$ cat config.mk
export PLATFORM = sky130hd
export DESIGN_NAME = fetch_pc_sequencer_flat
export DESIGN_NICKNAME = d
export VERILOG_FILES = /design/src/rtl/fetch_pc_sequencer_pkg.sv /design/src/rtl/fetch_pc_sequencer_if.sv /design/src/rtl/fetch_pc_sequencer_pc_redirect_latch.sv /design/src/rtl/fetch_pc_sequencer.sv /design/src/flat_wrapper.sv
export SDC_FILE = /design/constraint.sdc
export NUM_CORES = 1
export LEC_CHECK = 0
export ABC_AREA = 1
export ABC_CLOCK_PERIOD_IN_PS = 9700
export CAP_MARGIN = 20
export CORE_MARGIN = 2
export CORE_UTILIZATION = 49
export CTS_BUF_LIST = sky130_fd_sc_hd__clkbuf_4 sky130_fd_sc_hd__clkbuf_8
export DETAILED_ROUTE_END_ITERATION = 8
export GPL_ROUTABILITY_DRIVEN = 0
export PLACE_DENSITY = 0.82
export SLEW_MARGIN = 20
export SYNTH_ARGS = -nofsm -noshare
export SYNTH_HDL_FRONTEND = slang
export SYNTH_SLANG_ARGS = --single-unit
$ cat constraint.sdc
create_clock -name clk -period 9.7 [get_ports clk]
set_input_delay 1.94 -clock clk [delete_from_list [all_inputs] [get_ports clk]]
set_output_delay 1.94 -clock clk [all_outputs]
set_load 0.005 [all_outputs]
$ cat src/rtl/fetch_pc_sequencer_pkg.sv
// Shared types and constants for the fetch PC sequencer.
package fetch_pkg;

   localparam int unsigned ADDR_WIDTH_DEF = 32;
   localparam int unsigned PC_STEP_DEF    = 4;
   localparam int unsigned COUNT_WIDTH    = 32;
   // Low PC bits that must be zero for a legal redirect target
   localparam int unsigned ALIGN_MASK     = 3;

   typedef enum logic {
      ST_ISSUE = 1'b0,
      ST_ACKED = 1'b1
   } state_e;

endpackage

$ cat src/rtl/fetch_pc_sequencer_if.sv
// DIR/ack handshake between the fetch PC sequencer and the pipeline input.
interface fetch_pc_sequencer_if #(
   parameter int unsigned ADDR_WIDTH = 32
);

   logic                  pipeline_DIR;
   logic [ADDR_WIDTH-1:0] pc_out;
   logic                  ack_from_pipeline;

   modport master (
      output pipeline_DIR,
      output pc_out,
      input  ack_from_pipeline
   );

   modport slave (
      input  pipeline_DIR,
      input  pc_out,
      output ack_from_pipeline
   );

endinterface

$ cat src/rtl/fetch_pc_sequencer_pc_redirect_latch.sv
// Holds a redirect target that arrived while a PC was being presented.
module pc_redirect_latch #(
   parameter int unsigned ADDR_WIDTH = 32
) (
   input  logic                  clk,
   input  logic                  reset,
   input  logic                  capture,
   input  logic                  clear,
   input  logic [ADDR_WIDTH-1:0] target_in,
   output logic                  pending,
   output logic [ADDR_WIDTH-1:0] target
);

   // Acceptance clears the flag; a later capture overwrites an earlier target
   always_ff @(posedge clk or posedge reset) begin
      if (reset) begin
         pending <= 1'b0;
         target  <= '0;
      end else if (clear) begin
         pending <= 1'b0;
      end else if (capture) begin
         pending <= 1'b1;
         target  <= target_in;
      end
   end

endmodule

$ cat src/rtl/fetch_pc_sequencer.sv
// Fetch PC sequencer: presents a PC stream over the DIR/ack four-phase handshake.
// Optional FETCH_PC_ALIGN_CHECK_EN: misaligned redirect targets are dropped and
// flagged on misalign_err.
module fetch_pc_sequencer
   import fetch_pkg::*;
#(
   parameter int unsigned           ADDR_WIDTH = ADDR_WIDTH_DEF,
   parameter logic [ADDR_WIDTH-1:0] RESET_PC   = '0,
   parameter int unsigned           PC_STEP    = PC_STEP_DEF
) (
   input  logic                   clk,
   input  logic                   reset,
   input  logic                   halt,
   input  logic                   redirect_valid,
   input  logic [ADDR_WIDTH-1:0]  redirect_pc,
   fetch_pc_sequencer_if.master   bus,
   output logic                   redirect_pending,
   output logic [COUNT_WIDTH-1:0] issue_count,
   output logic                   misalign_err
);

   state_e                  state_q, state_d;
   logic                    dir_q, dir_d;
   logic [ADDR_WIDTH-1:0]   pc_q, pc_d;
   logic [COUNT_WIDTH-1:0]  count_d;
   logic                    err_d;
   logic                    capture_c, clear_c;
   logic                    misalign_c, redirect_ok_c;
   logic [ADDR_WIDTH-1:0]   pend_target;

   assign bus.pipeline_DIR = dir_q;
   assign bus.pc_out       = pc_q;

   // Classify the incoming redirect as usable or rejected
`ifdef FETCH_PC_ALIGN_CHECK_EN
   assign misalign_c = redirect_valid && ((redirect_pc[1:0] & 2'(ALIGN_MASK)) != 2'b00);
`else
   assign misalign_c = 1'b0;
`endif
   assign redirect_ok_c = redirect_valid && !misalign_c;

   pc_redirect_latch #(
      .ADDR_WIDTH (ADDR_WIDTH)
   ) u_latch (
      .clk       (clk),
      .reset     (reset),
      .capture   (capture_c),
      .clear     (clear_c),
      .target_in (redirect_pc),
      .pending   (redirect_pending),
      .target    (pend_target)
   );

   // Next state, DIR, PC and counter; pc_out never changes while DIR is high
   always_comb begin
      state_d   = state_q;
      dir_d     = dir_q;
      pc_d      = pc_q;
      count_d   = issue_count;
      err_d     = misalign_c;
      capture_c = 1'b0;
      clear_c   = 1'b0;
      case (state_q)
         ST_ISSUE: begin
            if (!dir_q) begin
               if (!halt) dir_d = 1'b1;
               if (redirect_ok_c) pc_d = redirect_pc;
            end else if (bus.ack_from_pipeline) begin
               dir_d   = 1'b0;
               count_d = issue_count + COUNT_WIDTH'(1);
               state_d = ST_ACKED;
               clear_c = 1'b1;
               if (redirect_ok_c)         pc_d = redirect_pc;
               else if (redirect_pending) pc_d = pend_target;
               else                       pc_d = pc_q + ADDR_WIDTH'(PC_STEP);
            end else begin
               capture_c = redirect_ok_c;
            end
         end
         ST_ACKED: begin
            dir_d = 1'b0;
            if (!bus.ack_from_pipeline) state_d = ST_ISSUE;
            if (redirect_ok_c) pc_d = redirect_pc;
         end
         default: state_d = ST_ISSUE;
      endcase
   end

   // State and registered outputs
   always_ff @(posedge clk or posedge reset) begin
      if (reset) begin
         state_q      <= ST_ISSUE;
         dir_q        <= 1'b0;
         pc_q         <= RESET_PC;
         issue_count  <= '0;
         misalign_err <= 1'b0;
      end else begin
         state_q      <= state_d;
         dir_q        <= dir_d;
         pc_q         <= pc_d;
         issue_count  <= count_d;
         misalign_err <= err_d;
      end
   end

endmodule

$ cat src/flat_wrapper.sv
// flat-port wrapper written by rule: the top's interface ports become plain ports
module fetch_pc_sequencer_flat import fetch_pkg::*;
#(
   parameter int unsigned           ADDR_WIDTH = ADDR_WIDTH_DEF,
   parameter logic [ADDR_WIDTH-1:0] RESET_PC   = '0,
   parameter int unsigned           PC_STEP    = PC_STEP_DEF
)
  (clk, reset, halt, redirect_valid, redirect_pc, redirect_pending, issue_count, misalign_err, bus_pipeline_DIR, bus_pc_out, bus_ack_from_pipeline);
  fetch_pc_sequencer_if #(.ADDR_WIDTH(ADDR_WIDTH)) bus_i ();
  input  logic clk;
  input  logic reset;
  input  logic halt;
  input  logic redirect_valid;
  input  logic [ADDR_WIDTH-1:0] redirect_pc;
  output logic redirect_pending;
  output logic [COUNT_WIDTH-1:0] issue_count;
  output logic misalign_err;
  output wire logic [$bits(bus_i.pipeline_DIR)-1:0] bus_pipeline_DIR;
  output wire logic [$bits(bus_i.pc_out)-1:0] bus_pc_out;
  input wire logic [$bits(bus_i.ack_from_pipeline)-1:0] bus_ack_from_pipeline;
  assign bus_pipeline_DIR = bus_i.pipeline_DIR;
  assign bus_pc_out = bus_i.pc_out;
  assign bus_i.ack_from_pipeline = bus_ack_from_pipeline;
  fetch_pc_sequencer #(.ADDR_WIDTH(ADDR_WIDTH), .RESET_PC(RESET_PC), .PC_STEP(PC_STEP)) u_core (.clk(clk), .reset(reset), .halt(halt), .redirect_valid(redirect_valid), .redirect_pc(redirect_pc), .bus(bus_i), .redirect_pending(redirect_pending), .issue_count(issue_count), .misalign_err(misalign_err));
endmodule
==> results of run 1 <==
[metrics by stage]
stage,cells,setup slack [ns]
5_1_grt,1015,5.211
2_1_floorplan,776,5.170
3_3_place_gp,1000,5.276
3_5_place_dp,1000,5.128
4_1_cts,1015,5.569
6_report,1015,5.459
[where the power goes]
group | internal (uW) | switching [uW]
clock | 145 | 151
combinational | 297 | 297
sequential | 544 | 163
[logic make-up after synthesis]
group,count (synthesis),synth area share
xor gates and xnor gates,29,0.04334
and+or+nand+nor,432,0.3119
buffers and inverters,93,0.06319
other,1,0.0006399
muxes,30,0.05764
adders and majority gates,2,0.004269
DFF,99,0.4227
AOI/OAI and AO/OA,90,0.09629
[synthesized netlist by cell type, types with 10 or more instances]
library cell  instances
dfrtp_1              99
xor2_1               21
nand4_1              10
o21ai_0              29
nor2_1              132
nand3_1              48
clkbuf_1             10
a21oi_1              24
nor3_1               12
a221oi_1             14
nand2_1             208
mux2_2               30
inv_1                65
[sequential cells by signal (all words and copies together) (netlist names)]
name and flops:
u_core.bus.pc_out 32, u_core.u_latch.pending 1, u_core.bus.pipeline_DIR 1, u_core.issue_count 32
u_core.u_latch.target 32, u_core.state_q 1
[metal layers]
layer / track usage / wire length, um
met1: 0.3203 / 6654
met2: 0.4136 / 7292
met3: 0.06481 / 1083
met4: 0.07886 / 256
met5: 0 / 0
[worst max-delay path: stages]
cell and delay [ns]:
clkdlybuf4s50_1 0.46, buf_4 0.40, clkinv_1 0.43, nand2_1 0.63
inv_1 0.30, a32oi_1 0.24, o21ai_0 0.10
[path summary, 6_finish.rpt]
check / start / end / slack [ns]
max: redirect_valid / u_core.bus.pc_out[0]$_DFFE_PP0P_ / 5.46
min reg2reg: u_core.issue_count[31]$_DFFE_PP0P_ / u_core.issue_count[31]$_DFFE_PP0P_ / 0.48
min in group asynchronous: reset / u_core.bus.pc_out[23]$_DFFE_PP0P_ / 1.89
max in group asynchronous: reset / u_core.u_latch.target[6]$_DFFE_PP0P_ / 6.63
max reg2reg: u_core.state_q$_DFF_PP0_ / u_core.u_latch.target[18]$_DFFE_PP0P_ / 7.00
min: u_core.issue_count[31]$_DFFE_PP0P_ / u_core.issue_count[31]$_DFFE_PP0P_ / 0.48
[cell type report]
type | instances | area share
inverters | 69 | 0.03638
multi-input cells | 584 | 0.4191
flip-flops and latches | 99 | 0.3446
clock buffers | 9 | 0.01723
clock inverters | 6 | 0.01253
well taps | 143 | 0.02489
repair buffers | 105 | 0.1452
==> impl_metrics.json, run 1 <==
{
  "outcome": "completed",
  "dpl_cell_area_mm2": 0.006974,
  "fp.coreArea_mm2": 0.01156,
  "portBuffers": 102,
  "nFillCells": 1047,
  "synth_top_cell_by_area": "dfrtp_1",
  "synth_edf_count": 0,
  "io_pins": 104,
  "routed_wl_mm": 15.29,
  "grt_pass1_wl_mm": 25.86,
  "syn_area_mm2": 0.005861,
  "drive_gt1_frac": 0.07339,
  "whs_ns": 0.4796,
  "track_usage": 0.2492,
  "worstPathRequired_ns": 9.97,
  "cap_violations": 0,
  "fp-row-count": 39,
  "fin_tns_setup_ns": 0,
  "clock_path_buffers": 2,
  "finalCriticalPeriod_ns": 4.241,
  "p_leak_uw": 0.003246,
  "tightest_slew_ns": 0.8338,
  "seq_area_mm2": 0.002477,
  "cts_tree": "done",
  "hpwl_mm": 10.88,
  "synth_nets": 815,
  "detail_route.wl_per_cell_um": 15.06,
  "rsz0062_at_grt": "false",
  "design_area_mm2": 0.007188,
  "synthArstFlopShare": 1.000,
  "routed-via-count": 5496,
  "synth_warnings": 0,
  "slew_viol_final": 0,
  "reg2reg_depth": 5,
  "finalHoldViolCount": 0,
  "cts_hold_buf": 0,
  "finalPower_uw": 1596,
  "diodes": 0,
  "first_pass_iters": 5,
  "ir_drop_uv": 126.3,
  "crit_fanout": 39,
  "final_cell_mix": "208 x nand2_1, 132 x nor2_1, 102 x clkdlybuf4s50_1",
  "min_path_type": "reg -> reg",
  "synth.top_cells.by_area": "dfrtp_1 42%, nand2_1 13%, nor2_1 8.5%",
  "worst_ep_arrival_time_ns": 4.51,
  "fin_skew_ns": 0.01779,
  "die_area_mm2": 0.01285,
  "multiInputGateArea_mm2": 0.003013,
  "viasPerCell": 5.415,
  "setup_violations": 0,
  "die_h_um": 113.4,
  "syn2layout_area_growth_pct": 22.65,
  "nets": 907,
  "cts-buffers-inserted": 9,
  "yosysUniqueCellTypes": 41,
  "clock-sinks": 99,
  "grt_max_degree": 67,
  "insertion_delay_ns": 0.39,
  "post-cts-setup-buffer-count": 0,
  "start_kind": "input port",
  "ys_ff_latch": 99,
  "drtIter0Drc": 365,
  "worst-setup-path-type": "in -> reg",
  "htreeDepth": 3,
  "cts_root_buf": "clkbuf_8",
  "finalCoreUtilization": 0.6216,
  "max_freq_mhz": 235.8,
  "yosysTopAreaCellShare": 0.4227,
  "hold_depth": 1,
  "die_w_um": 113.4,
  "end_kind": "flop",
  "finalCritPeriodShare": 0.4372,
  "ys.flop_type": "dfrtp_1",
  "layout_commonest_cell": "nand2_1",
  "gr-total-overflow": 0,
  "syn_avg_cell_area_um2": 7.552,
  "grt_pass1_vias": 5368,
  "cts.clk_slew.worst_paths_ns": 0.10,
  "start_util": 0.5068,
  "antenna_found_initial": 0,
  "relSlewSlack": 0.4441,
  "powerDensity_mw_per_mm2": 222.1,
  "ys_seq_area_frac": 0.4227,
  "ctsResizeCount": 0,
  "syn_inst": 776,
  "ant_nets": 0,
  "drc": 0
}
Note: power is estimated with default switching activity, not from simulation.
==> run 2, diff against run 1 <==
--- a/config.mk
+++ b/config.mk
@@ -6,7 +6,7 @@
 export NUM_CORES = 1
 export LEC_CHECK = 0
 export ABC_AREA = 1
-export ABC_CLOCK_PERIOD_IN_PS = 9700
+export ABC_CLOCK_PERIOD_IN_PS = 4300
 export CAP_MARGIN = 20
 export CORE_MARGIN = 2
 export CORE_UTILIZATION = 49
==> constraint.sdc (replaced) <==
create_clock -name clk -period 4.3 [get_ports clk]
set_input_delay 0.86 -clock clk [delete_from_list [all_inputs] [get_ports clk]]
set_output_delay 0.86 -clock clk [all_outputs]
set_load 0.005 [all_outputs]
==> run 2 against run 1 <==
Compared with the run above:
- setup slack worse by 3.8 ns
- total power rose by 120%
- clock power rose by 99%
- sequential share of layout area is essentially flat
- non-clock buffer count grew 3
- die area unchanged
- wire length increased by 0.52%
- critical path type unchanged
- critical endpoint unchanged
==> impl_metrics.json, run 2 (synthesis results as in run 1) <==
{
  "outcome": "completed",
  "cp_top_family": "buffers and inverters",
  "diodes": 0,
  "cts-buffers-inserted": 9,
  "cap_violations": 0,
  "hpwl_mm": 10.95,
  "r2r-end": "u_core.bus.pc_out[5]$_DFFE_PP0P_",
  "syn2layout_area_growth_pct": 22.57,
  "multiInputGateArea_mm2": 0.003013,
  "setup_ws_ns": 1.630,
  "insertion_delay_ns": 0.39,
  "ir_drop_uv": 244.6,
  "tightest_slew_ns": 0.8978,
  "worst-setup-path-type": "in -> reg",
  "nets": 910,
  "reg2reg_depth": 6,
  "start_util": 0.5068,
  "grt_pass1_wl_mm": 25.34,
  "min_from": "u_core.issue_count[31]$_DFFE_PP0P_",
  "min_path_type": "reg -> reg",
  "rrSetupSlack_ns": 1.92,
  "cts.clk_slew.worst_paths_ns": 0.11,
  "viasPerCell": 5.514,
  "worstSetupPathDepth": 6,
  "die_area_mm2": 0.01285,
  "nFillCells": 1035,
  "routed-via-count": 5619,
  "cts_tree": "done",
  "slew_viol_final": 0,
  "design_area_mm2": 0.007183,
  "finalHoldViolCount": 0,
  "start_kind": "input port",
  "fp.coreArea_mm2": 0.01156,
  "dpl_cell_area_mm2": 0.006997,
  "final_cell_mix": "208 x nand2_1, 132 x nor2_1, 102 x clkdlybuf4s50_1",
  "p_leak_uw": 0.003252,
  "powerDensity_mw_per_mm2": 490.7,
  "grt_max_degree": 59,
  "drive_gt1_frac": 0.07763,
  "end_kind": "flop",
  "htreeDepth": 3,
  "first_pass_iters": 5,
  "portBuffers": 102,
  "relSlewSlack": 0.4008,
  "io_pins": 104,
  "routed_wl_mm": 15.37,
  "crit_buf_inv": 3,
  "cts_root_buf": "clkbuf_8",
  "post-cts-setup-buffer-count": 0,
  "track_usage": 0.2451,
  "min_to": "u_core.issue_count[31]$_DFFE_PP0P_",
  "fin_tns_setup_ns": 0,
  "worst_ep_arrival_time_ns": 2.95,
  "dp_slack_ns": 1.260,
  "layout_commonest_cell": "nand2_1",
  "crit_fanout": 18,
  "finalCriticalPeriod_ns": 2.670,
  "antenna_found_initial": 0,
  "detail_route.wl_per_cell_um": 15.08,
  "fin_skew_ns": 0.01889,
  "path_cells": "clkdlybuf4s50_1 -> clkinv_1 -> nand2_1 -> inv_1 -> a32oi_1 -> o21ai_0",
  "timing.rr.start": "u_core.u_latch.pending$_DFFE_PP0P_",
  "clock-sinks": 99,
  "seq_area_mm2": 0.002477,
  "crit_slowest_cell": "nand2_1",
  "hold_depth": 1,
  "gr-total-overflow": 0,
  "clock_path_buffers": 2,
  "rsz0062_at_grt": "false",
  "cts_hold_buf": 0,
  "die_h_um": 113.4,
  "ant_nets": 0,
  "die_w_um": 113.4,
  "worstPathRequired_ns": 4.58,
  "ctsResizeCount": 0,
  "max_freq_mhz": 374.6,
  "finalCoreUtilization": 0.6211,
  "cpPeakStageDelay_ns": 0.64,
  "fp-row-count": 39,
  "grt_pass1_vias": 5198,
  "drc": 0,
  "drtIter0Drc": 401,
  "finalCritPeriodShare": 0.6209,
  "setup_violations": 0
}
## run 2: changes by cell type in the layout (fill, tap and decap cells not counted), sizes merged
cell,before,now
buf,3,6
clkinvlp,1,0
inv,69,72
clkbuf,9,10
bufinv,2,0
## run 2: worst reg2reg max path: cells and delay by family (launching register included)
family | cells | cell delay [ns]
buffers and inverters | 1 | 0.76
AOI/OAI and AO/OA | 2 | 0.22
and+or+nand+nor | 3 | 0.64
DFF | 1 | 0.61
## run 2: how the worst max path moves through the flow
stage	start	to	slack, ns
6_report	redirect_valid	u_core.bus.pc_out[0]$_DFFE_PP0P_	1.63
5_1_grt	redirect_valid	u_core.bus.pc_out[3]$_DFFE_PP0P_	1.56
4_1_cts	u_core.u_latch.pending$_DFFE_PP0P_	redirect_pending	1.70
3_5_place_dp	redirect_valid	u_core.bus.pc_out[1]$_DFFE_PP0P_	1.26
3_3_place_gp	redirect_valid	u_core.bus.pc_out[0]$_DFFE_PP0P_	1.36
2_1_floorplan	reset	u_core.bus.pc_out[0]$_DFFE_PP0P_	0.85
## run 2: final cells by class
type | instances | area share
well taps | 143 | 0.02491
multi-input cells | 584 | 0.4194
clock buffers | 10 | 0.01829
clock inverters | 6 | 0.007664
repair buffers | 108 | 0.1484
inverters | 69 | 0.03640
flip-flops and latches | 99 | 0.3449
## run 2: per-layer routing
metal / global-route usage / wire [um] / vias up / share of wire
li1: - / - / 2725 / -
met1: 0.3114 / 6441 / 2654 / 0.42
met2: 0.4108 / 7405 / 214 / 0.48
met3: 0.06909 / 1237 / 26 / 0.080
met4: 0.06992 / 282 / 0 / 0.018
met5: 0 / 0 / - / 0
## run 2: metrics by stage
step	instances	total power (uW)	hold slack [ns]
6_report	1019	3525	0.4751
3_3_place_gp	1003	2901	0.4662
5_1_grt	1019	3771	0.5095
3_5_place_dp	1003	2938	0.4563
2_1_floorplan	776	2331	0.4494
4_1_cts	1019	3530	0.4819
## run 2: power by group
| group | leakage [uW] | switching (uW) | total (uW) | internal (uW) |
|---|---|---|---|---|
| Clock | 0.0000972 | 358 | 587 | 229 |
| Combinational | 0.00194 | 667 | 1340 | 674 |
| Sequential | 0.00122 | 370 | 1600 | 1230 |
| Total | 0.00325 | 1390 | 3520 | 2130 |
==> run 3, diff against run 2 <==
--- a/config.mk
+++ b/config.mk
@@ -6,14 +6,14 @@
 export NUM_CORES = 1
 export LEC_CHECK = 0
 export ABC_AREA = 1
-export ABC_CLOCK_PERIOD_IN_PS = 4300
+export ABC_CLOCK_PERIOD_IN_PS = 2300
 export CAP_MARGIN = 20
 export CORE_MARGIN = 2
 export CORE_UTILIZATION = 49
 export CTS_BUF_LIST = sky130_fd_sc_hd__clkbuf_4 sky130_fd_sc_hd__clkbuf_8
 export DETAILED_ROUTE_END_ITERATION = 8
 export GPL_ROUTABILITY_DRIVEN = 0
-export PLACE_DENSITY = 0.82
+export PLACE_DENSITY = 0.85
 export SLEW_MARGIN = 20
 export SYNTH_ARGS = -nofsm -noshare
 export SYNTH_HDL_FRONTEND = slang
==> constraint.sdc (replaced) <==
create_clock -name clk -period 2.3 [get_ports clk]
set_input_delay 0.46 -clock clk [delete_from_list [all_inputs] [get_ports clk]]
set_output_delay 0.46 -clock clk [all_outputs]
set_load 0.005 [all_outputs]
==> run 3 against run 2 <==
Compared with the run above:
- non-clock buffer count rose by 13
- first-iteration DRC count grew 25%
- clock power up 120%
- critical path depth stayed put
- via count fell by 0.55%
- combinational power rose by 98%
- register-to-register slack got worse by 1.6 ns
- core utilization rose by 1.4 points
- sequential share of layout area shrank 0.76 points
- global-route usage is 1.3 points higher
- cell count grew 1.3%
==> impl_metrics.json, run 3 (synthesis results as in run 1) <==
{
  "finalCriticalPeriod_ns": 2.014,
  "cpPeakStageDelay_ns": 0.63,
  "cts.clk_slew.worst_paths_ns": 0.09,
  "cap_violations": 0,
  "clock_path_buffers": 2,
  "antenna_found_initial": 0,
  "relSlewSlack": 0.5890,
  "slew_viol_final": 0,
  "min_from": "u_core.issue_count[31]$_DFFE_PP0P_",
  "detail_route.wl_per_cell_um": 15.26,
  "worstPathRequired_ns": 2.60,
  "start_kind": "flop",
  "diodes": 0,
  "outcome": "completed",
  "min_to": "u_core.issue_count[31]$_DFFE_PP0P_",
  "worst-setup-path-type": "reg -> reg",
  "setup_ws_ns": 0.2863,
  "design_area_mm2": 0.007345,
  "powerDensity_mw_per_mm2": 936.7,
  "fp-row-count": 39,
  "dpl_cell_area_mm2": 0.007108,
  "timing.rr.start": "u_core.state_q$_DFF_PP0_",
  "ir_drop_uv": 427.2,
  "finalHoldViolCount": 0,
  "final_cell_mix": "208 x nand2_1, 132 x nor2_1, 102 x clkdlybuf4s50_1",
  "first_pass_iters": 5,
  "worst_ep_arrival_time_ns": 2.31,
  "syn2layout_area_growth_pct": 25.32,
  "die_w_um": 113.4,
  "track_usage": 0.2582,
  "layout_commonest_cell": "nand2_1",
  "cts_hold_buf": 0,
  "path_cells": "inv_1 -> nand2_1 -> nand2_1 -> inv_1 -> a221oi_1 -> a21oi_1",
  "insertion_delay_ns": 0.38,
  "fin_skew_ns": 0.006409,
  "hpwl_mm": 11.27,
  "dp_cells": 1016,
  "portBuffers": 102,
  "ant_nets": 0,
  "die_area_mm2": 0.01285,
  "dp_slack_ns": 0.1921,
  "fin_tns_setup_ns": 0,
  "crit_buf_inv": 2,
  "cts_root_buf": "clkbuf_8",
  "grt_pass1_vias": 5574,
  "reg2reg_depth": 6,
  "grt_max_degree": 100,
  "end_kind": "flop",
  "clock-sinks": 99,
  "cts-buffers-inserted": 9,
  "min_path_type": "reg -> reg",
  "nets": 923,
  "p_leak_uw": 0.003333,
  "die_h_um": 113.4,
  "tightest_slew_ns": 0.6159,
  "gr-total-overflow": 0,
  "cp_top_family": "buffers and inverters",
  "rsz0062_at_grt": "false",
  "ctsResizeCount": 0,
  "io_pins": 104,
  "crit_fanout": 16,
  "rrSetupSlack_ns": 0.29,
  "setup_violations": 0,
  "r2r-end": "u_core.bus.pc_out[28]$_DFFE_PP0P_",
  "drive_gt1_frac": 0.09111,
  "finalCritPeriodShare": 0.8755,
  "viasPerCell": 5.415,
  "start_util": 0.5068,
  "drc": 0,
  "crit_slowest_cell": "dfrtp_1",
  "routed_wl_mm": 15.75,
  "htreeDepth": 3,
  "routed-via-count": 5588,
  "post-cts-setup-buffer-count": 0,
  "hold_depth": 1,
  "drtIter0Drc": 500,
  "max_freq_mhz": 496.6,
  "whs_ns": 0.4855,
  "instances_no_fill": 1032,
  "fp.coreArea_mm2": 0.01156,
  "grt_pass1_wl_mm": 26.58,
  "cts_tree": "done"
}
run 3: worst max-delay path by stage:
stage,slack [ns],cells past startpoint,startpoint,end
3_5_place_dp,0.19,6,redirect_valid,u_core.bus.pc_out[28]$_DFFE_PP0P_
5_1_grt,0.13,6,u_core.state_q$_DFF_PP0_,u_core.bus.pc_out[28]$_DFFE_PP0P_
3_3_place_gp,0.22,5,redirect_valid,u_core.u_latch.target[29]$_DFFE_PP0P_
6_report,0.29,6,u_core.state_q$_DFF_PP0_,u_core.bus.pc_out[28]$_DFFE_PP0P_
2_1_floorplan,0.66,1,reset,u_core.bus.pc_out[0]$_DFFE_PP0P_
4_1_cts,0.32,6,u_core.state_q$_DFF_PP0_,u_core.bus.pc_out[28]$_DFFE_PP0P_
run 3: final cells by class:
| cell class | count | area (um^2) |
|---|---|---|
| clock buffers | 11 | 151.4 |
| clock inverters | 5 | 85.08 |
| inverters | 69 | 262.8 |
| well taps | 143 | 178.9 |
| fillers | 1010 | 4220 |
| multi-input cells | 584 | 3013 |
| repair buffers | 121 | 1176 |
| flip-flops and latches | 99 | 2477 |
run 3: worst reg2reg max path, delay by kind of cell, from the launching register on:
family / cells / cell delay [ns]
buf+inv: 2 / 0.66
simple gates: 2 / 0.21
compound gates: 2 / 0.44
flops: 1 / 0.63
run 3: stage by stage:
step	utilization	power (uW)
2_1_floorplan	-	4358
3_3_place_gp	0.6146	5497
3_5_place_dp	0.6146	5582
4_1_cts	0.6351	6898
5_1_grt	0.6351	7387
6_report	0.6351	6880
run 3: power breakdown:
group,internal (uW),switching [uW]
clock,676,623
sequential,2290,639
combinational,1320,1320
total,4290,2590
run 3: per-layer routing:
layer	vias to the layer above	routed length [um]	global-route usage
met2	216	7628	0.4287
met4	0	338	0.09187
met1	2601	6595	0.3242
li1	2742	-	-
met3	29	1182	0.07177
met5	-	0	0
